$ cat config.mk
export PLATFORM = sky130hd
export DESIGN_NAME = uart_frame_tx_flat
export DESIGN_NICKNAME = d
export VERILOG_FILES = /design/src/rtl/uart_frame_tx_if.sv /design/src/rtl/uart_frame_tx.sv /design/src/flat_wrapper.sv
export SDC_FILE = /design/constraint.sdc
export NUM_CORES = 1
export LEC_CHECK = 0
export BUFFER_PORTS_ARGS = -buffer_cell sky130_fd_sc_hd__buf_4
export CAP_MARGIN = 40
export CELL_PAD_IN_SITES_DETAIL_PLACEMENT = 1
export CELL_PAD_IN_SITES_GLOBAL_PLACEMENT = 2
export CORE_MARGIN = 2
export CORE_UTILIZATION = 41
export DETAILED_ROUTE_END_ITERATION = 7
export HOLD_SLACK_MARGIN = 0.05
export PLACE_DENSITY = 0.85
export SYNTH_ARGS = -nofsm -noshare
export SYNTH_HDL_FRONTEND = slang
export SYNTH_SLANG_ARGS = --single-unit
$ cat constraint.sdc
create_clock -name HCLK -period 4.4 [get_ports HCLK]
set_input_delay 1.1 -clock HCLK [delete_from_list [all_inputs] [get_ports HCLK]]
set_output_delay 1.1 -clock HCLK [all_outputs]
set_load 0.005 [all_outputs]
$ cat src/rtl/uart_frame_tx_if.sv
// uart_frame_tx_if: write handshake into the TX FIFO of uart_frame_tx.
//   wr_valid  producer -> FIFO  write request
//   wr_data   producer -> FIFO  word to send (DATA_W bits)
//   wr_ready  FIFO -> producer  FIFO can accept (registered !full)
interface uart_frame_tx_if #(
  parameter int DATA_W = 8
);
  logic              wr_valid;
  logic [DATA_W-1:0] wr_data;
  logic              wr_ready;

  modport master (output wr_valid, output wr_data, input wr_ready);
  modport slave  (input wr_valid, input wr_data, output wr_ready);
endinterface

$ cat src/rtl/uart_frame_tx.sv
// uart_frame_tx: parametrised serial frame transmitter with TX FIFO and CTS
// flow control. Frame = start bit, DATA_W data bits LSB first, optional
// parity bit, one or two stop bits. Bit time is baud_div+1 HCLK cycles.
//
// Ports:
//   HCLK, HRESET        clock, asynchronous active-high reset
//   baud_div            HCLK cycles per bit minus 1 (latched per frame)
//   parity_en/_odd      parity enable / odd select (latched per frame)
//   two_stop            two stop bits when set (latched per frame)
//   wr (slave modport)  wr_valid / wr_data / wr_ready FIFO write port
//   cts                 async clear-to-send from the peer
//   txd                 serial output, idle high
//   tx_en               high for every cycle of a frame
//   busy                FIFO non-empty or frame in progress
//   fifo_level          occupied FIFO entries
module uart_frame_tx #(
  parameter  int DATA_W     = 8,
  parameter  int FIFO_DEPTH = 4,
  parameter  int DIV_W      = 16,
  localparam int LVL_W      = $clog2(FIFO_DEPTH + 1)
) (
  input  logic             HCLK,
  input  logic             HRESET,
  input  logic [DIV_W-1:0] baud_div,
  input  logic             parity_en,
  input  logic             parity_odd,
  input  logic             two_stop,
  uart_frame_tx_if.slave   wr,
  input  logic             cts,
  output logic             txd,
  output logic             tx_en,
  output logic             busy,
  output logic [LVL_W-1:0] fifo_level
);

  localparam int PTR_W = (FIFO_DEPTH > 1) ? $clog2(FIFO_DEPTH) : 1;
  localparam int BIT_W = $clog2(DATA_W);

  typedef enum logic [2:0] {
    IDLE   = 3'd0,
    START  = 3'd1,
    DATA   = 3'd2,
    PARITY = 3'd3,
    STOP   = 3'd4
  } state_e;

  // FIFO state
  logic [DATA_W-1:0] mem_q [FIFO_DEPTH];
  logic [DATA_W-1:0] mem_d [FIFO_DEPTH];
  logic [PTR_W-1:0]  wptr_q, wptr_d, rptr_q, rptr_d;
  logic [LVL_W-1:0]  level_q, level_d;
  logic              full_q, full_d;

  // CTS synchroniser
  logic cts_meta_q, cts_meta_d, cts_s_q, cts_s_d;

  // Frame engine
  state_e            state_q, state_d;
  logic [DATA_W-1:0] sh_q, sh_d;
  logic [DIV_W-1:0]  div_q, div_d;
  logic [DIV_W-1:0]  cnt_q, cnt_d;
  logic [BIT_W-1:0]  bit_q, bit_d;
  logic              pen_q, pen_d;
  logic              pbit_q, pbit_d;
  logic              two_q, two_d;
  logic              txd_q, txd_d;
  logic              tx_en_q, tx_en_d;

  logic [DATA_W-1:0] head;
  logic              push, pop, load, start_ok, bit_end;

  assign head = mem_q[rptr_q];

  always_comb begin
    mem_d      = mem_q;
    wptr_d     = wptr_q;
    rptr_d     = rptr_q;
    level_d    = level_q;
    full_d     = full_q;
    cts_meta_d = cts;
    cts_s_d    = cts_meta_q;
    state_d    = state_q;
    sh_d       = sh_q;
    div_d      = div_q;
    cnt_d      = cnt_q;
    bit_d      = bit_q;
    pen_d      = pen_q;
    pbit_d     = pbit_q;
    two_d      = two_q;
    txd_d      = txd_q;
    tx_en_d    = tx_en_q;
    pop        = 1'b0;
    load       = 1'b0;

    // Writes while full are dropped even if a pop frees a slot this cycle.
    push     = wr.wr_valid && !full_q;
    start_ok = (level_q != '0) && cts_s_q;
    bit_end  = (cnt_q == div_q);

    // Bit timer runs for every non-idle state and wraps at each bit boundary.
    if (state_q != IDLE)
      cnt_d = bit_end ? '0 : cnt_q + DIV_W'(1);

    unique case (state_q)
      IDLE: begin
        if (start_ok) load = 1'b1;
      end
      START: begin
        if (bit_end) begin
          state_d = DATA;
          bit_d   = '0;
          txd_d   = sh_q[0];
        end
      end
      DATA: begin
        if (bit_end) begin
          if (bit_q == BIT_W'(DATA_W - 1)) begin
            bit_d = '0;
            if (pen_q) begin
              state_d = PARITY;
              txd_d   = pbit_q;
            end else begin
              state_d = STOP;
              txd_d   = 1'b1;
            end
          end else begin
            bit_d = bit_q + BIT_W'(1);
            sh_d  = sh_q >> 1;
            txd_d = sh_q[1];
          end
        end
      end
      PARITY: begin
        if (bit_end) begin
          state_d = STOP;
          bit_d   = '0;
          txd_d   = 1'b1;
        end
      end
      STOP: begin
        if (bit_end) begin
          if (two_q && (bit_q == '0)) begin
            bit_d = BIT_W'(1);
          end else if (start_ok) begin
            // Next frame starts on the very next cycle: no idle gap.
            load = 1'b1;
          end else begin
            state_d = IDLE;
            txd_d   = 1'b1;
            tx_en_d = 1'b0;
          end
        end
      end
      default: begin
        state_d = IDLE;
        txd_d   = 1'b1;
        tx_en_d = 1'b0;
      end
    endcase

    // Frame load: pop head word and freeze per-frame configuration.
    if (load) begin
      pop     = 1'b1;
      state_d = START;
      sh_d    = head;
      div_d   = baud_div;
      pen_d   = parity_en;
      pbit_d  = (^head) ^ parity_odd;
      two_d   = two_stop;
      cnt_d   = '0;
      bit_d   = '0;
      txd_d   = 1'b0;
      tx_en_d = 1'b1;
    end

    if (push) begin
      mem_d[wptr_q] = wr.wr_data;
      wptr_d        = wptr_q + PTR_W'(1);
    end
    if (pop) rptr_d = rptr_q + PTR_W'(1);
    level_d = level_q + LVL_W'(push) - LVL_W'(pop);
    full_d  = (level_d == LVL_W'(FIFO_DEPTH));
  end

  always_ff @(posedge HCLK or posedge HRESET) begin
    if (HRESET) begin
      for (int i = 0; i < FIFO_DEPTH; i++) mem_q[i] <= '0;
      wptr_q     <= '0;
      rptr_q     <= '0;
      level_q    <= '0;
      full_q     <= 1'b0;
      cts_meta_q <= 1'b0;
      cts_s_q    <= 1'b0;
      state_q    <= IDLE;
      sh_q       <= '0;
      div_q      <= '0;
      cnt_q      <= '0;
      bit_q      <= '0;
      pen_q      <= 1'b0;
      pbit_q     <= 1'b0;
      two_q      <= 1'b0;
      txd_q      <= 1'b1;
      tx_en_q    <= 1'b0;
    end else begin
      mem_q      <= mem_d;
      wptr_q     <= wptr_d;
      rptr_q     <= rptr_d;
      level_q    <= level_d;
      full_q     <= full_d;
      cts_meta_q <= cts_meta_d;
      cts_s_q    <= cts_s_d;
      state_q    <= state_d;
      sh_q       <= sh_d;
      div_q      <= div_d;
      cnt_q      <= cnt_d;
      bit_q      <= bit_d;
      pen_q      <= pen_d;
      pbit_q     <= pbit_d;
      two_q      <= two_d;
      txd_q      <= txd_d;
      tx_en_q    <= tx_en_d;
    end
  end

  assign txd         = txd_q;
  assign tx_en       = tx_en_q;
  assign busy        = (state_q != IDLE) || (level_q != '0);
  assign fifo_level  = level_q;
  assign wr.wr_ready = !full_q;

endmodule

$ cat src/flat_wrapper.sv
// flat-port wrapper written by rule: the top's interface ports become plain ports
module uart_frame_tx_flat 
#(
  parameter  int DATA_W     = 8,
  parameter  int FIFO_DEPTH = 4,
  parameter  int DIV_W      = 16,
  localparam int LVL_W      = $clog2(FIFO_DEPTH + 1)
)
  (HCLK, HRESET, baud_div, parity_en, parity_odd, two_stop, cts, txd, tx_en, busy, fifo_level, wr_wr_valid, wr_wr_data, wr_wr_ready);
  uart_frame_tx_if #(.DATA_W(DATA_W)) wr_i ();
  input  logic HCLK;
  input  logic HRESET;
  input  logic [DIV_W-1:0] baud_div;
  input  logic parity_en;
  input  logic parity_odd;
  input  logic two_stop;
  input  logic cts;
  output logic txd;
  output logic tx_en;
  output logic busy;
  output logic [LVL_W-1:0] fifo_level;
  input wire logic [$bits(wr_i.wr_valid)-1:0] wr_wr_valid;
  input wire logic [$bits(wr_i.wr_data)-1:0] wr_wr_data;
  output wire logic [$bits(wr_i.wr_ready)-1:0] wr_wr_ready;
  assign wr_i.wr_valid = wr_wr_valid;
  assign wr_i.wr_data = wr_wr_data;
  assign wr_wr_ready = wr_i.wr_ready;
  uart_frame_tx #(.DATA_W(DATA_W), .FIFO_DEPTH(FIFO_DEPTH), .DIV_W(DIV_W)) u_core (.HCLK(HCLK), .HRESET(HRESET), .baud_div(baud_div), .parity_en(parity_en), .parity_odd(parity_odd), .two_stop(two_stop), .wr(wr_i), .cts(cts), .txd(txd), .tx_en(tx_en), .busy(busy), .fifo_level(fifo_level));
endmodule
==> flow_summary_export.csv <==
group,metric,value,unit
run_status,outcome,"completed",
setup_path,crit_type,"flop to flop",
placed_design,dp_hpwl,6600,um
global_routing,grt_usage,0.173,
drt,ant_nets,0,
setup_path,reg2reg_from,"u_core.cnt_q[2]",
timing,fmax,290,MHz
setup_path,crit_chain,"xnor2_1 > nand4_1 > nor4_4 > buf_4 > nand2_1 > a21o_1 > buf_4 > inv_1 > ha_1 > inv_1 > ha_1 > fa_1 > xnor2_1 > xnor2_1 > nor3b_1",
pwr,power.internal,2350,uW
setup_path,path_buf_inv,4,
floorplanning,die_width,109,um
global_routing,grt_pass1_vias,3165,
floorplanning,io-pin-count,38,
synth,yosys.area.top_type,"dfrtp_1",
synth,synth_area_leaders,"dfrtp_1 50%, mux2_2 16%, xnor2_1 6.3%",
pwr,p_sw_frac,0.328,
clock_tree,htreeDepth,3,
pwr,finalPower,3500,uW
drt,firstDrtPassIters,4,
synth,synth.top_cell.area_share,0.505,
timing,rsz0062_at_grt,"no",
setup_path,rr_worst_depth,15,
timing,hold_violations,0,
global_routing,antenna_found_initial,0,
setup_path,crit_top_cell,"xnor2_1",
synth,synth.avg_cell_area,12.6,um2
clock_tree,ctsResizeCount,0,
setup_path,worstPathArrival,3720,ps
pwr,pwr-share-clk,0.183,
setup_path,crit_fanout,30,
synth,syn-cell-area,4560,um2
timing,worst_pin_slew,745,ps
synth,synth-seq-area-share,0.510,
synth,synth-async-reset-ratio,1.00,
setup_path,r2r_slack,960,ps
clock_tree,cts_tree,"yes",
floorplanning,start_util,0.421,
final_layout,final_nets,444,
pwr,p_leak,0.00232,uW
clock_tree,clk_latency,360,ps
final_layout,syn_to_final_growth,13.8,%
clock_tree,ctsHoldBuffers,0,
final_layout,antenna_cells,0,
floorplanning,fp.dieH,109,um
timing,fin_crit,3440,ps
timing,whs,357,ps
synth,yosysWarnings,0,
drt,drc,0,
timing,relSlewSlack,0.503,
global_routing,grt_pass1_wl,15800,um
drt,routed_wl,9240,um
pwr,seqPwrFrac,0.422,
setup_path,start_kind,"flop",
synth,synth_edf_count,0,
floorplanning,fp.dieArea,12000,um2
timing,finalSetupTns,0,ps
timing,final.setup_skew,7.92,ps
final_layout,final_cell_mix,"92 x dfrtp_1, 65 x mux2_2, 42 x buf_4",
floorplanning,core_area,10800,um2
drt,wl_per_cell,16.9,um
timing,maxSlewViolCount,0,
clock_tree,path_clk_slew,90,ps
final_layout,layout_commonest_cell,"dfrtp_1",
setup_path,critPathTopFamily,"simple AND/OR/NAND/NOR gates",
pwr,peakVddDrop,0.300,mV
hold_path,min_to,"u_core.cts_s_q",
clock_tree,postCtsSetupRepairBufs,0,
hold_path,min_path_type,"flop to flop",
clock_tree,cts_made_buffers,9,
pwr,comb_power_share,0.395,
pwr,p_switching,1150,uW
job,drv_cap,0,
drt,num_vias,2878,
setup_path,slowest_delay,430,ps
clock_tree,clock-sinks,93,
timing,setup_violations,0,
global_routing,grt_max_degree,43,
placed_design,portBuffers,37,
synth,synthFlopType,"dfrtp_1",
synth,syn-num-nets,405,
clock_tree,clock_tree.root_cell,"clkbuf_8",
timing,finalCritPeriodShare,0.783,
hold_path,min_from,"u_core.cts_meta_q",
synth,syn_inst,363,
clock_tree,ctsLongestPathBuffers,2,
setup_path,worst_setup_path_end_kind,"flop",
synth,synth-seq-cells,93,
synth,synth.distinct_cells,44,
setup_path,cp_slowest_cell,"dfrtp_1",
final_layout,drive_above_1_share,0.319,
setup_path,r2r-end,"u_core.full_q",
pwr,powerDensity,674,nW/um2
floorplanning,num_rows,38,
drt,drt_iter0_drc,107,
hold_path,whs_path_depth,0,
drt,avgViaCountPerCell,5.26,
setup_path,critical_path_required,4670,ps
placed_design,globalplace.congestion,0.762,
global_routing,grt-ovfl-total,0,
-- sequential cells by signal, indices dropped and copies added (netlist names) --
| signal | cells |
|---|---|
| u_core.txd | 1 |
| u_core.full_q | 1 |
| u_core.pen_q | 1 |
| u_core.wptr_q | 2 |
| u_core.rptr_q | 2 |
| u_core.fifo_level | 3 |
| u_core.cts_meta_q | 1 |
| u_core.tx_en | 1 |
| u_core.bit_q | 3 |
| u_core.pbit_q | 1 |
| u_core.div_q | 16 |
| u_core.cts_s_q | 1 |
| u_core.sh_q | 8 |
| u_core.state_q | 3 |
| u_core.two_q | 1 |
| u_core.mem_q | 32 |
| u_core.cnt_q | 16 |
-- layout make-up --
type                       instances  area (um2)
clock inverter                     6        86.3
inverter                          18        68.8
multi-input combinational        238        2080
fill                            1132        5650
clock buffer                      10         138
timing repair buffer              42         315
sequential                        93        2330
tap                              140         175
-- per-stage QoR --
step | util | instance area (um2) | instances | setup WS [ps]
global route | 0.479 | 5190 | 547 | 684
finish | 0.479 | 5190 | 547 | 956
detailed placement | 0.458 | 4970 | 531 | 981
global placement | 0.458 | 4970 | 531 | 1090
CTS | 0.479 | 5190 | 547 | 912
floorplan | - | 4560 | 363 | 881
-- worst max-delay path by stage --
stage | startpoint | endpoint | slack [ps] | cells past startpoint
after CTS | u_core.cnt_q[2] | u_core.full_q | 910 | 15
after floorplan | HRESET | u_core.bit_q[0] | 880 | 1
after global routing | u_core.cnt_q[2] | u_core.full_q | 680 | 15
after global placement | u_core.cnt_q[2] | u_core.full_q | 1090 | 15
after detailed placement | u_core.cnt_q[2] | u_core.full_q | 980 | 15
final | u_core.cnt_q[2] | u_core.full_q | 960 | 15
-- power groups by stage --
stage | combinational [uW] | clock, uW | sequential [uW]
floorplan | 1200 | 0 | 1370
global placement | 1350 | 0 | 1480
detailed placement | 1410 | 0 | 1500
CTS | 1410 | 661 | 1480
global route | 1530 | 698 | 1530
finish | 1380 | 641 | 1480
-- routing by layer --
layer	share of wire	wire, um	track usage
met5	0	0	0
met4	0.014	133	0.0660
met3	0.025	228	0.0326
met2	0.50	4640	0.290
met1	0.46	4240	0.223
-- synthesized netlist by cell type, types with 2 or more instances --
cell type  instances
and2_1             2
a21o_1             3
o32ai_1            3
nand2_1           17
mux4_2             2
o21ai_0            8
buf_6              4
and3_1             3
or2_2              2
mux2i_1            3
nor2_1            28
o2111ai_1          2
xor2_1            10
a21oi_1            7
nor3_1             3
a31oi_1            2
inv_1             18
mux4_1             6
nand3_1            4
clkbuf_1           7
buf_2              2
dfrtp_1           92
a211o_1            2
a22o_1             4
xnor2_1           33
mux2_2            65
ha_1              10
nand4_1            5
-- cell families (layout without fill, tap and decap cells) --
| kind of cell | after synthesis | count (layout) | synth area share |
|---|---|---|---|
| AOI/OAI and AO/OA | 37 | 37 | 0.0554 |
| muxes | 76 | 76 | 0.211 |
| adders and majority gates | 11 | 11 | 0.0318 |
| and+or+nand+nor | 71 | 71 | 0.0749 |
| buffers and inverters | 32 | 76 | 0.0337 |
| xor gates and xnor gates | 43 | 43 | 0.0825 |
| DFF | 93 | 93 | 0.510 |
Power figures use the tool's default switching activity.
